===== src/rtl/dsp_mac_pkg.sv =====
// Shared definitions for the multi-channel multiply-accumulate pipeline.
//   - Pre-op encodings (mode[1:0]) selecting the pre-adder result
//   - Post-op encodings (mode[3:2]) selecting the post-adder behaviour
//   - ch_width(): channel index width, never narrower than one bit
package dsp_mac_pkg;

  // Pre-adder operation, mode[1:0]
  localparam logic [1:0] PRE_B    = 2'b00;  // B
  localparam logic [1:0] PRE_ADD  = 2'b01;  // D + B
  localparam logic [1:0] PRE_SUB  = 2'b10;  // D - B
  localparam logic [1:0] PRE_ZERO = 2'b11;  // 0

  // Post-adder operation, mode[3:2]
  localparam logic [1:0] POST_LOAD  = 2'b00;  // P = M + C, acc[ch] <= P
  localparam logic [1:0] POST_ACC   = 2'b01;  // P = acc[ch] + M, acc[ch] <= P
  localparam logic [1:0] POST_PASSC = 2'b10;  // P = C, acc untouched
  localparam logic [1:0] POST_CLEAR = 2'b11;  // P = 0, acc[ch] <= 0

  // A single channel still needs a one-bit index port.
  function automatic int unsigned ch_width(input int unsigned n);
    return (n <= 2) ? 1 : $clog2(n);
  endfunction

endpackage


===== src/rtl/dsp_acc_bank.sv =====
// Accumulator register file: NCH entries of PW bits.
//   clk_i      rising-edge clock
//   rst_i      synchronous active-high reset, clears every entry
//   rd_addr_i  combinational read index; out-of-range indices read 0
//   rd_data_o  read data
//   we_i       write enable
//   wr_addr_i  write index; out-of-range indices are ignored
//   wr_data_i  write data
module dsp_acc_bank
  import dsp_mac_pkg::*;
#(
  parameter int unsigned NCH = 4,
  parameter int unsigned PW  = 48,
  parameter int unsigned CHW = ch_width(NCH)
) (
  input  logic           clk_i,
  input  logic           rst_i,
  input  logic [CHW-1:0] rd_addr_i,
  output logic [PW-1:0]  rd_data_o,
  input  logic           we_i,
  input  logic [CHW-1:0] wr_addr_i,
  input  logic [PW-1:0]  wr_data_i
);

  logic [PW-1:0] acc_q [NCH];

  // Compare against every index rather than array-indexing so that a
  // non-power-of-two NCH never reads or writes past the end of the bank.
  always_comb begin
    rd_data_o = '0;
    for (int unsigned n = 0; n < NCH; n++) begin
      if (rd_addr_i == CHW'(n)) begin
        rd_data_o = acc_q[n];
      end
    end
  end

  always_ff @(posedge clk_i) begin
    if (rst_i) begin
      for (int unsigned n = 0; n < NCH; n++) begin
        acc_q[n] <= '0;
      end
    end else if (we_i) begin
      for (int unsigned n = 0; n < NCH; n++) begin
        if (wr_addr_i == CHW'(n)) begin
          acc_q[n] <= wr_data_i;
        end
      end
    end
  end

endmodule


===== src/rtl/dsp_mac_pipe.sv =====
// Three-stage signed pre-add / multiply / post-add pipeline with NCH
// time-multiplexed accumulator channels and valid/ready flow control.
//   clk        rising-edge clock
//   RST        synchronous active-high reset
//   in_valid   sample valid          in_ready   sample accepted this cycle
//   A          multiplier operand    B, D       pre-adder operands
//   C          post-adder operand    ch         accumulator channel
//   mode       [1:0] pre-op, [3:2] post-op
//   out_valid  result valid          out_ready  consumer accepts result
//   P          result                P_ch       channel of result
//   P_ovf      signed overflow of the post-add (clamped when SAT=1)
module dsp_mac_pipe
  import dsp_mac_pkg::*;
#(
  parameter int unsigned AW  = 18,
  parameter int unsigned BW  = 18,
  parameter int unsigned CW  = 48,
  parameter int unsigned PW  = 48,
  parameter int unsigned NCH = 4,
  parameter int unsigned SAT = 0,
  localparam int unsigned CHW = ch_width(NCH)
) (
  input  logic           clk,
  input  logic           RST,
  input  logic           in_valid,
  output logic           in_ready,
  input  logic [AW-1:0]  A,
  input  logic [BW-1:0]  B,
  input  logic [BW-1:0]  D,
  input  logic [CW-1:0]  C,
  input  logic [CHW-1:0] ch,
  input  logic [3:0]     mode,
  output logic           out_valid,
  input  logic           out_ready,
  output logic [PW-1:0]  P,
  output logic [CHW-1:0] P_ch,
  output logic           P_ovf
);

  localparam int unsigned PRW = BW + 1;       // pre-adder result width
  localparam int unsigned MW  = AW + BW + 1;  // product width

  localparam logic [PW-1:0] PMAX = {1'b0, {(PW-1){1'b1}}};
  localparam logic [PW-1:0] PMIN = {1'b1, {(PW-1){1'b0}}};

  // Single global enable: the whole pipe moves or the whole pipe holds.
  logic adv;
  assign adv      = !out_valid | out_ready;
  assign in_ready = adv;

  // ---------------------------------------------------------------- S1
  logic           s1_valid_q;
  logic [AW-1:0]  s1_a_q;
  logic [BW-1:0]  s1_b_q;
  logic [BW-1:0]  s1_d_q;
  logic [CW-1:0]  s1_c_q;
  logic [1:0]     s1_pre_q;
  logic [1:0]     s1_post_q;
  logic [CHW-1:0] s1_ch_q;

  // ---------------------------------------------------------------- S2
  logic           s2_valid_q;
  logic [MW-1:0]  s2_m_q;
  logic [CW-1:0]  s2_c_q;
  logic [1:0]     s2_post_q;
  logic [CHW-1:0] s2_ch_q;

  // ---------------------------------------------------------------- S3
  logic           p_valid_q;
  logic [PW-1:0]  p_q;
  logic [CHW-1:0] p_ch_q;
  logic           p_ovf_q;

  // Pre-add is one bit wider than its operands so D+B and D-B never wrap.
  logic signed [PRW-1:0] b_ext, d_ext, pre_res;
  logic signed [MW-1:0]  a_mul, pre_mul, prod;

  always_comb begin
    b_ext   = PRW'($signed(s1_b_q));
    d_ext   = PRW'($signed(s1_d_q));
    pre_res = '0;
    unique case (s1_pre_q)
      PRE_B:    pre_res = b_ext;
      PRE_ADD:  pre_res = d_ext + b_ext;
      PRE_SUB:  pre_res = d_ext - b_ext;
      PRE_ZERO: pre_res = '0;
      default:  pre_res = '0;
    endcase
    a_mul   = MW'($signed(s1_a_q));
    pre_mul = MW'(pre_res);
    prod    = a_mul * pre_mul;
  end

  // Post-adder, reading the accumulator combinationally so a sample that
  // follows on the same channel sees the value written at this same edge.
  logic [PW-1:0] acc_rd;
  logic [PW-1:0] m_ext, c_ext;
  logic [PW-1:0] add_x, add_y;
  logic [PW:0]   sum;
  logic          use_add;
  logic [PW-1:0] post_res;
  logic          post_ovf;
  logic          acc_we;

  always_comb begin
    m_ext    = PW'($signed(s2_m_q));
    c_ext    = PW'($signed(s2_c_q));
    add_x    = m_ext;
    add_y    = c_ext;
    use_add  = 1'b0;
    post_res = '0;
    post_ovf = 1'b0;
    unique case (s2_post_q)
      POST_LOAD: begin
        add_x   = m_ext;
        add_y   = c_ext;
        use_add = 1'b1;
      end
      POST_ACC: begin
        add_x   = acc_rd;
        add_y   = m_ext;
        use_add = 1'b1;
      end
      POST_PASSC: post_res = c_ext;
      POST_CLEAR: post_res = '0;
      default:    post_res = '0;
    endcase
    // One guard bit: overflow when the guard and the PW-bit sign disagree,
    // and the guard bit carries the true sign for clamping.
    sum = {add_x[PW-1], add_x} + {add_y[PW-1], add_y};
    if (use_add) begin
      post_ovf = sum[PW] ^ sum[PW-1];
      if (post_ovf && (SAT != 0)) begin
        post_res = sum[PW] ? PMIN : PMAX;
      end else begin
        post_res = sum[PW-1:0];
      end
    end
    // PASSC leaves the bank alone; CLEAR writes the zero post_res.
    acc_we = s2_valid_q && adv && (s2_post_q != POST_PASSC);
  end

  dsp_acc_bank #(
    .NCH (NCH),
    .PW  (PW),
    .CHW (CHW)
  ) u_acc_bank (
    .clk_i     (clk),
    .rst_i     (RST),
    .rd_addr_i (s2_ch_q),
    .rd_data_o (acc_rd),
    .we_i      (acc_we),
    .wr_addr_i (s2_ch_q),
    .wr_data_i (post_res)
  );

  // Valid bits and result registers; reset wins over adv.
  always_ff @(posedge clk) begin
    if (RST) begin
      s1_valid_q <= 1'b0;
      s2_valid_q <= 1'b0;
      p_valid_q  <= 1'b0;
      p_q        <= '0;
      p_ch_q     <= '0;
      p_ovf_q    <= 1'b0;
    end else if (adv) begin
      s1_valid_q <= in_valid;
      s2_valid_q <= s1_valid_q;
      p_valid_q  <= s2_valid_q;
      // Bubbles leave the last result on P rather than loading junk.
      if (s2_valid_q) begin
        p_q     <= post_res;
        p_ch_q  <= s2_ch_q;
        p_ovf_q <= post_ovf;
      end
    end
  end

  // Datapath payload needs no reset: it is qualified by the valid bits.
  always_ff @(posedge clk) begin
    if (adv) begin
      s1_a_q    <= A;
      s1_b_q    <= B;
      s1_d_q    <= D;
      s1_c_q    <= C;
      s1_pre_q  <= mode[1:0];
      s1_post_q <= mode[3:2];
      s1_ch_q   <= ch;
      s2_m_q    <= prod;
      s2_c_q    <= s1_c_q;
      s2_post_q <= s1_post_q;
      s2_ch_q   <= s1_ch_q;
    end
  end

  assign out_valid = p_valid_q;
  assign P         = p_q;
  assign P_ch      = p_ch_q;
  assign P_ovf     = p_ovf_q;

endmodule


===== config.mk =====
export PLATFORM = sky130hd
export DESIGN_NAME = dsp_mac_pipe
export DESIGN_NICKNAME = d
export VERILOG_FILES = /design/src/rtl/dsp_mac_pkg.sv /design/src/rtl/dsp_acc_bank.sv /design/src/rtl/dsp_mac_pipe.sv
export SDC_FILE = /design/constraint.sdc
export NUM_CORES = 2
export LEC_CHECK = 0
export CAP_MARGIN = 20
export CORE_MARGIN = 2
export CORE_UTILIZATION = 55
export DETAILED_ROUTE_END_ITERATION = 8
export PLACE_DENSITY_LB_ADDON = 0.3
export SYNTH_ARGS = -nofsm -noshare
export SYNTH_HDL_FRONTEND = slang
export SYNTH_SLANG_ARGS = --single-unit

===== constraint.sdc =====
create_clock -name clk -period 22.9 [get_ports clk]
set_input_delay 4.58 -clock clk [delete_from_list [all_inputs] [get_ports clk]]
set_output_delay 4.58 -clock clk [all_outputs]
set_load 0.01 [all_outputs]

After elaboration in Yosys (flattened, before gate mapping)
Memory sizes are Yosys's and may differ from the RTL's.
Cells that the tools add are included.
- $mul: 1
- eq/ne operators: 9
- bitwise gates (word level): 6
- multiplexer cells: 33
- $add $sub $neg: 3
- reduce and logical (&&, ||, !) cells: 8
- operators with widths (kind ; count):
    $mux W48 ; 12
    $pmux W19 S4 ; 1
    $add A48 B48 Y49 ; 1
    $mul A18 B19 Y37 ; 1
    $mux W1 ; 20
    $add A18 B18 Y19 ; 1
    $sub A18 B18 Y19 ; 1
    $eq A2 B2 Y1 const B ; 5
    $eq A2 B1 Y1 const B ; 3
    $logic_not A2 Y1 ; 3
    $or A1 B1 Y1 ; 5
    $logic_and A1 B1 Y1 ; 2
    $ne A2 B2 Y1 const B ; 1
    $reduce_and A2 Y1 ; 1
    $reduce_or A2 Y1 ; 1
    $logic_not A1 Y1 ; 1
    $xor A1 B1 Y1 ; 1
- memories: 1
- input port bits: 112
- output and inout port bits: 53
- memory bits (writable): 192
- bits in registers: 251
- word-level logic and storage cells: 78
- memories (memory ; depth ; bits a word ; rd ports ; clocked after memory_dff ; write ports ; RTL line ; source):
    u_acc_bank.acc_q ; 4 ; 48 ; 4 ; 0 ; 4 ; dsp_acc_bank.sv:25 ; logic [PW-1:0] acc_q [NCH];

Logic depth before layout (Yosys ltp)
- depth after elaboration: 9
- depth in mapped cells: 41
- gate-level depth less buffers: 40

Cells and area by module
A second synthesis with hierarchy kept.
- cells, all modules: 3526
- area total of the unflattened synthesis: 35348.9 um2
- modules (own cells, without submodules) (module ; instances ; seq. area each (um2) ; cells an instance ; area each (um2)):
    dsp_mac_pipe ; 1 ; 6996.7 ; 2996 ; 27166.1
    dsp_acc_bank ; 1 ; 5765.5 ; 530 ; 8182.8

Worst setup path before layout
OpenSTA, ideal clock, no wires.
- path type: in2out
- from: input out_ready
- to: output in_ready
- arrival time: 10.227 ns
- setup slack: 8.093 ns
- path buffers: 1
- data required time: 18.320 ns
- cell stages on the path: 2
- cell sequence: nand2b_1 clkbuf_1
- longest elaborated chain between the ends: 1
- RTL lines (element ; RTL line ; source):
    start: declaration ; dsp_mac_pipe.sv:34 ; input logic out_ready,
    $or A1 B1 Y1 ; dsp_mac_pipe.sv:48 ; assign adv = !out_valid | out_ready;
    end: declaration ; dsp_mac_pipe.sv:26 ; output logic in_ready,
Every way passes these cells.

Final worst setup path
- from: register s1_pre_q[0]
- to: register s2_m_q[34] (data pin)
- longest elaborated chain between the ends: 3
- elaborated cells between the ends (all ways): 6
- those cells by class: mul (1); eq/ne (3); mux (1); reduce/logical (1)
- RTL lines (element ; RTL line ; source):
    start: declaration ; dsp_mac_pipe.sv:57 ; logic [1:0] s1_pre_q;
    start signal: assignment ; dsp_mac_pipe.sv:186 ; s1_pre_q <= mode[1:0];
    $eq A2 B2 Y1, or another cell as far along ; dsp_mac_pipe.sv:82 ; unique case (s1_pre_q)
    $pmux W19 S4 * ; dsp_mac_pipe.sv:82 ;
    $mul A18 B19 Y37 * ; dsp_mac_pipe.sv:91 ; prod = a_mul * pre_mul;
    via prod[34] ; dsp_mac_pipe.sv:76 ; logic signed [MW-1:0] a_mul, pre_mul, prod;
    end signal: assignment ; dsp_mac_pipe.sv:189 ; s2_m_q <= prod;
    end: declaration ; dsp_mac_pipe.sv:63 ; logic [MW-1:0] s2_m_q;
The timed path passes the listed nets; every way through them passes the cells marked *.
A chain may end at the register's enable or synchronous reset.

==> results.sh <==
export IMPL_cts_hold_buf=0
export IMPL_cp_max_fo=19
export IMPL_slew_violations=0
export IMPL_cts_setup_buffers=0
export IMPL_synth_area_per_cell_um2=10.4
export IMPL_synth_edf_count=389
export IMPL_cts_path_max_buffers=3
export IMPL_crit_top_cell="fa_1"
export IMPL_fmax_mhz=94.6
export IMPL_met3_usage=0.0445
export IMPL_cts_resized_gates=0
export IMPL_ys_warnings_count=0
export IMPL_ys_ff_latch=443
export IMPL_setup_tns_ns=0
export IMPL_cts_root_buffer="clkbuf_16"
export IMPL_fin_nets=3956
export IMPL_hold_class="register to register"
export IMPL_min_delay_path_depth=0
export IMPL_rsz0062_at_grt="no"
export IMPL_grt_usage=0.263
export IMPL_drt_iter0_drc=1544
export IMPL_grt_max_degree=165
export IMPL_slowest_delay_ns=0.70
export IMPL_startpoint_type="register"
export IMPL_r2r_cells=34
export IMPL_min_from="s1_c_q[20]$_DFFE_PN_"
export IMPL_clock_latency_ns=0.59
export IMPL_worstPathArrival_ns=10.90
export IMPL_gp_congestion=0.943
export IMPL_synth_top_area_frac=0.346
export IMPL_hold_viol=0
export IMPL_design_core_area_mm2=0.0605
export IMPL_dp_hpwl_um=58800
export IMPL_clk_pin_slew_worst_paths_ns=0.06
export IMPL_reg2reg_setup_slack_ns=12.33
export IMPL_antenna_cells=0
export IMPL_wl_per_cell_um=19.5
export IMPL_busiest_layer="met2"
export IMPL_synth_area_top_cells="edfxtp_1, fa_1, ha_1"
export IMPL_grt_pass1_wl_um=131000
export IMPL_timing_rr_start="s1_pre_q[0]$_DFFE_PN_"
export IMPL_grtUsageMet2=0.451
export IMPL_synthCells=3243
export IMPL_cts_buffers=47
export IMPL_grt_pass1_vias=24700
export IMPL_grt_remaining_overflow=0
export IMPL_critPathSlowestCell="o31ai_4"
export IMPL_antenna_found_initial=0
export IMPL_cp_end_kind="register"
export IMPL_via_count=23600
export IMPL_worst_pin_slew_ns=1.11
export IMPL_viasPerCell=5.67
export IMPL_die_area_mm2=0.0633
export IMPL_syn_num_nets=3862
export IMPL_cts_htree_levels=2
export IMPL_drc_errors=0
export IMPL_setup_violations=0
export IMPL_r2r_end="s2_m_q[34]$_DFFE_PN_"
export IMPL_seq_area_frac_synth=0.378
export IMPL_rows=90
export IMPL_grt_util_met1=0.343
export IMPL_yosysUniqueCellTypes=80
export IMPL_synth_flop_cell="edfxtp_1"
export IMPL_crit_required_ns=23.23
export IMPL_holdPathEnd="c_ext[20]$_DFFE_PN_"
export IMPL_status="finished, final reports clean"
export IMPL_drive_gt1_frac=0.0563
export IMPL_synth_top_cell_by_area="edfxtp_1"
export IMPL_synth_area_mm2=0.0337
export IMPL_drtAntennaViolNets=0
export IMPL_worstSetupPathType="register to register"
export IMPL_boundaryPins=165
export IMPL_syn_to_final_growth_pct=11.5
export IMPL_max_slew_margin_rel=0.258
export IMPL_ys_async_sr_fraction=0
export IMPL_cts_tree="yes"
export IMPL_period_needed_ns=10.57
export IMPL_drv_cap=0
export IMPL_clock_sinks=443
export IMPL_final_setup_skew_ns=0.0147
export IMPL_die_h_um=252
export IMPL_start_util=0.558
export IMPL_dr_pass1_iters=8
export IMPL_wl_um=81200
export IMPL_die_x_um=252
export IMPL_numPortBuffers=164
export IMPL_min_period_over_period=0.462
-- critical path: cells and delay by family, from the launching register on --
family | cells | cell delay, ns
adders and majority gates | 9 | 4.31
AOI/OAI and AO/OA | 14 | 4.18
DFF | 1 | 0.35
and+or+nand+nor | 3 | 0.54
buffers and inverters | 5 | 0.29
muxes | 1 | 0.31
xor gates and xnor gates | 2 | 0.32
-- state kept, by name, summed over array words and instances (netlist names) --
register          count
u_acc_bank.acc_q    192
P                    48
c_ext                48
s1_c_q               48
s2_m_q               37
s1_a_q               18
s1_b_q               18
s1_d_q               18
P_ch                  2
s1_ch_q               2
s1_post_q             2
s1_pre_q              2
s2_ch_q               2
s2_post_q             2
P_ovf                 1
out_valid             1
s1_valid_q            1
s2_valid_q            1
-- area by class of cell --
| cell class | instances | area [um2] |
|---|---|---|
| Multi-Input combinational cell | 2203 | 18800 |
| Inverter | 450 | 1690 |
| Fill cell | 4771 | 22900 |
| Sequential cell | 443 | 12800 |
| Clock inverter | 23 | 258 |
| Clock buffer | 62 | 1260 |
| Tap cell | 782 | 978 |
| Timing Repair Buffer | 192 | 1860 |
-- cell usage after synthesis (17+ instances only) --
cell type	number
a21oi_1	114
nand3_1	19
mux4_2	48
nand2b_1	17
a211oi_1	55
xnor2_1	88
and2_1	125
o21ai_0	54
nor2_1	321
fa_1	341
inv_1	449
nor2b_1	27
ha_1	166
nand2_1	541
buf_1	20
xor2_1	30
clkbuf_1	121
a22oi_1	30
dfxtp_1	54
edfxtp_1	389
a21o_1	32
-- through the flow --
step	hold slack [ns]	instances	worst slack (ns)	utilization	area [um2]
after floorplan	0.400	3243	8.09	-	33700
after global placement	0.401	4070	12.46	0.597	36100
after detailed placement	0.405	4070	12.42	0.597	36100
after CTS	0.418	4155	12.42	0.622	37600
after global routing	0.429	4155	11.84	0.622	37600
final	0.415	4155	12.33	0.622	37600
-- logic make-up (layout without fill, tap and decap cells) --
| group | count (synthesis) | after routing | share of synthesized area |
|---|---|---|---|
| buf+inv | 597 | 727 | 0.0667 |
| flops | 443 | 443 | 0.378 |
| xor+xnor | 120 | 120 | 0.0316 |
| fa+ha+maj | 510 | 510 | 0.265 |
| mux | 50 | 50 | 0.0327 |
| compound gates | 405 | 405 | 0.0824 |
| simple gates | 1118 | 1118 | 0.143 |
-- worst max-delay path by stage --
stage / end / slack [ns] / start / depth (start not counted)
2_1_floorplan: in_ready / 8.09 / out_ready / 2
3_3_place_gp: in_ready / 12.46 / out_ready / 3
3_5_place_dp: s2_m_q[34]$_DFFE_PN_ / 12.42 / s1_pre_q[0]$_DFFE_PN_ / 34
4_1_cts: s2_m_q[34]$_DFFE_PN_ / 12.42 / s1_pre_q[0]$_DFFE_PN_ / 34
5_1_grt: s2_m_q[36]$_DFFE_PN_ / 11.84 / s1_pre_q[0]$_DFFE_PN_ / 35
6_report: s2_m_q[34]$_DFFE_PN_ / 12.33 / s1_pre_q[0]$_DFFE_PN_ / 34
-- routing by layer --
metal	vias to the layer above	routed length [um]
li1	10800	-
met1	11600	32500
met2	991	39600
met3	164	6690
met4	0	2370
met5	-	0
-- cell usage in the layout (no fill, tap or decap), drive strengths merged, types with 4 or more instances in the layout --
master,synthesis,layout
o21a,14,14
a21o,33,33
fa,341,341
o21ai,58,58
xnor2,89,89
o41ai,6,6
clkinv,1,17
inv,449,451
xor2,31,31
dfxtp,54,54
clkdlybuf4s50,0,163
nor3,17,17
nand2,541,541
nor4,9,9
clkbuf,122,62
nor2b,27,27
and2,125,125
a2bb2oi,4,4
buf,25,29
ha,166,166
nor2,321,321
and3,12,12
nand2b,17,17
a211oi,57,57
mux4,48,48
o31ai,6,6
a22o,12,12
a21oi,115,115
or2,5,5
nand3,19,19
a21boi,5,5
o211ai,6,6
a31oi,12,12
a31o,4,4
nand4,10,10
a22oi,31,31
o21bai,14,14
bufinv,0,4
edfxtp,389,389
a221oi,6,6
Power is not shown: default switching activity piles up to over one toggle a cycle in this logic, so the estimate is an artifact.
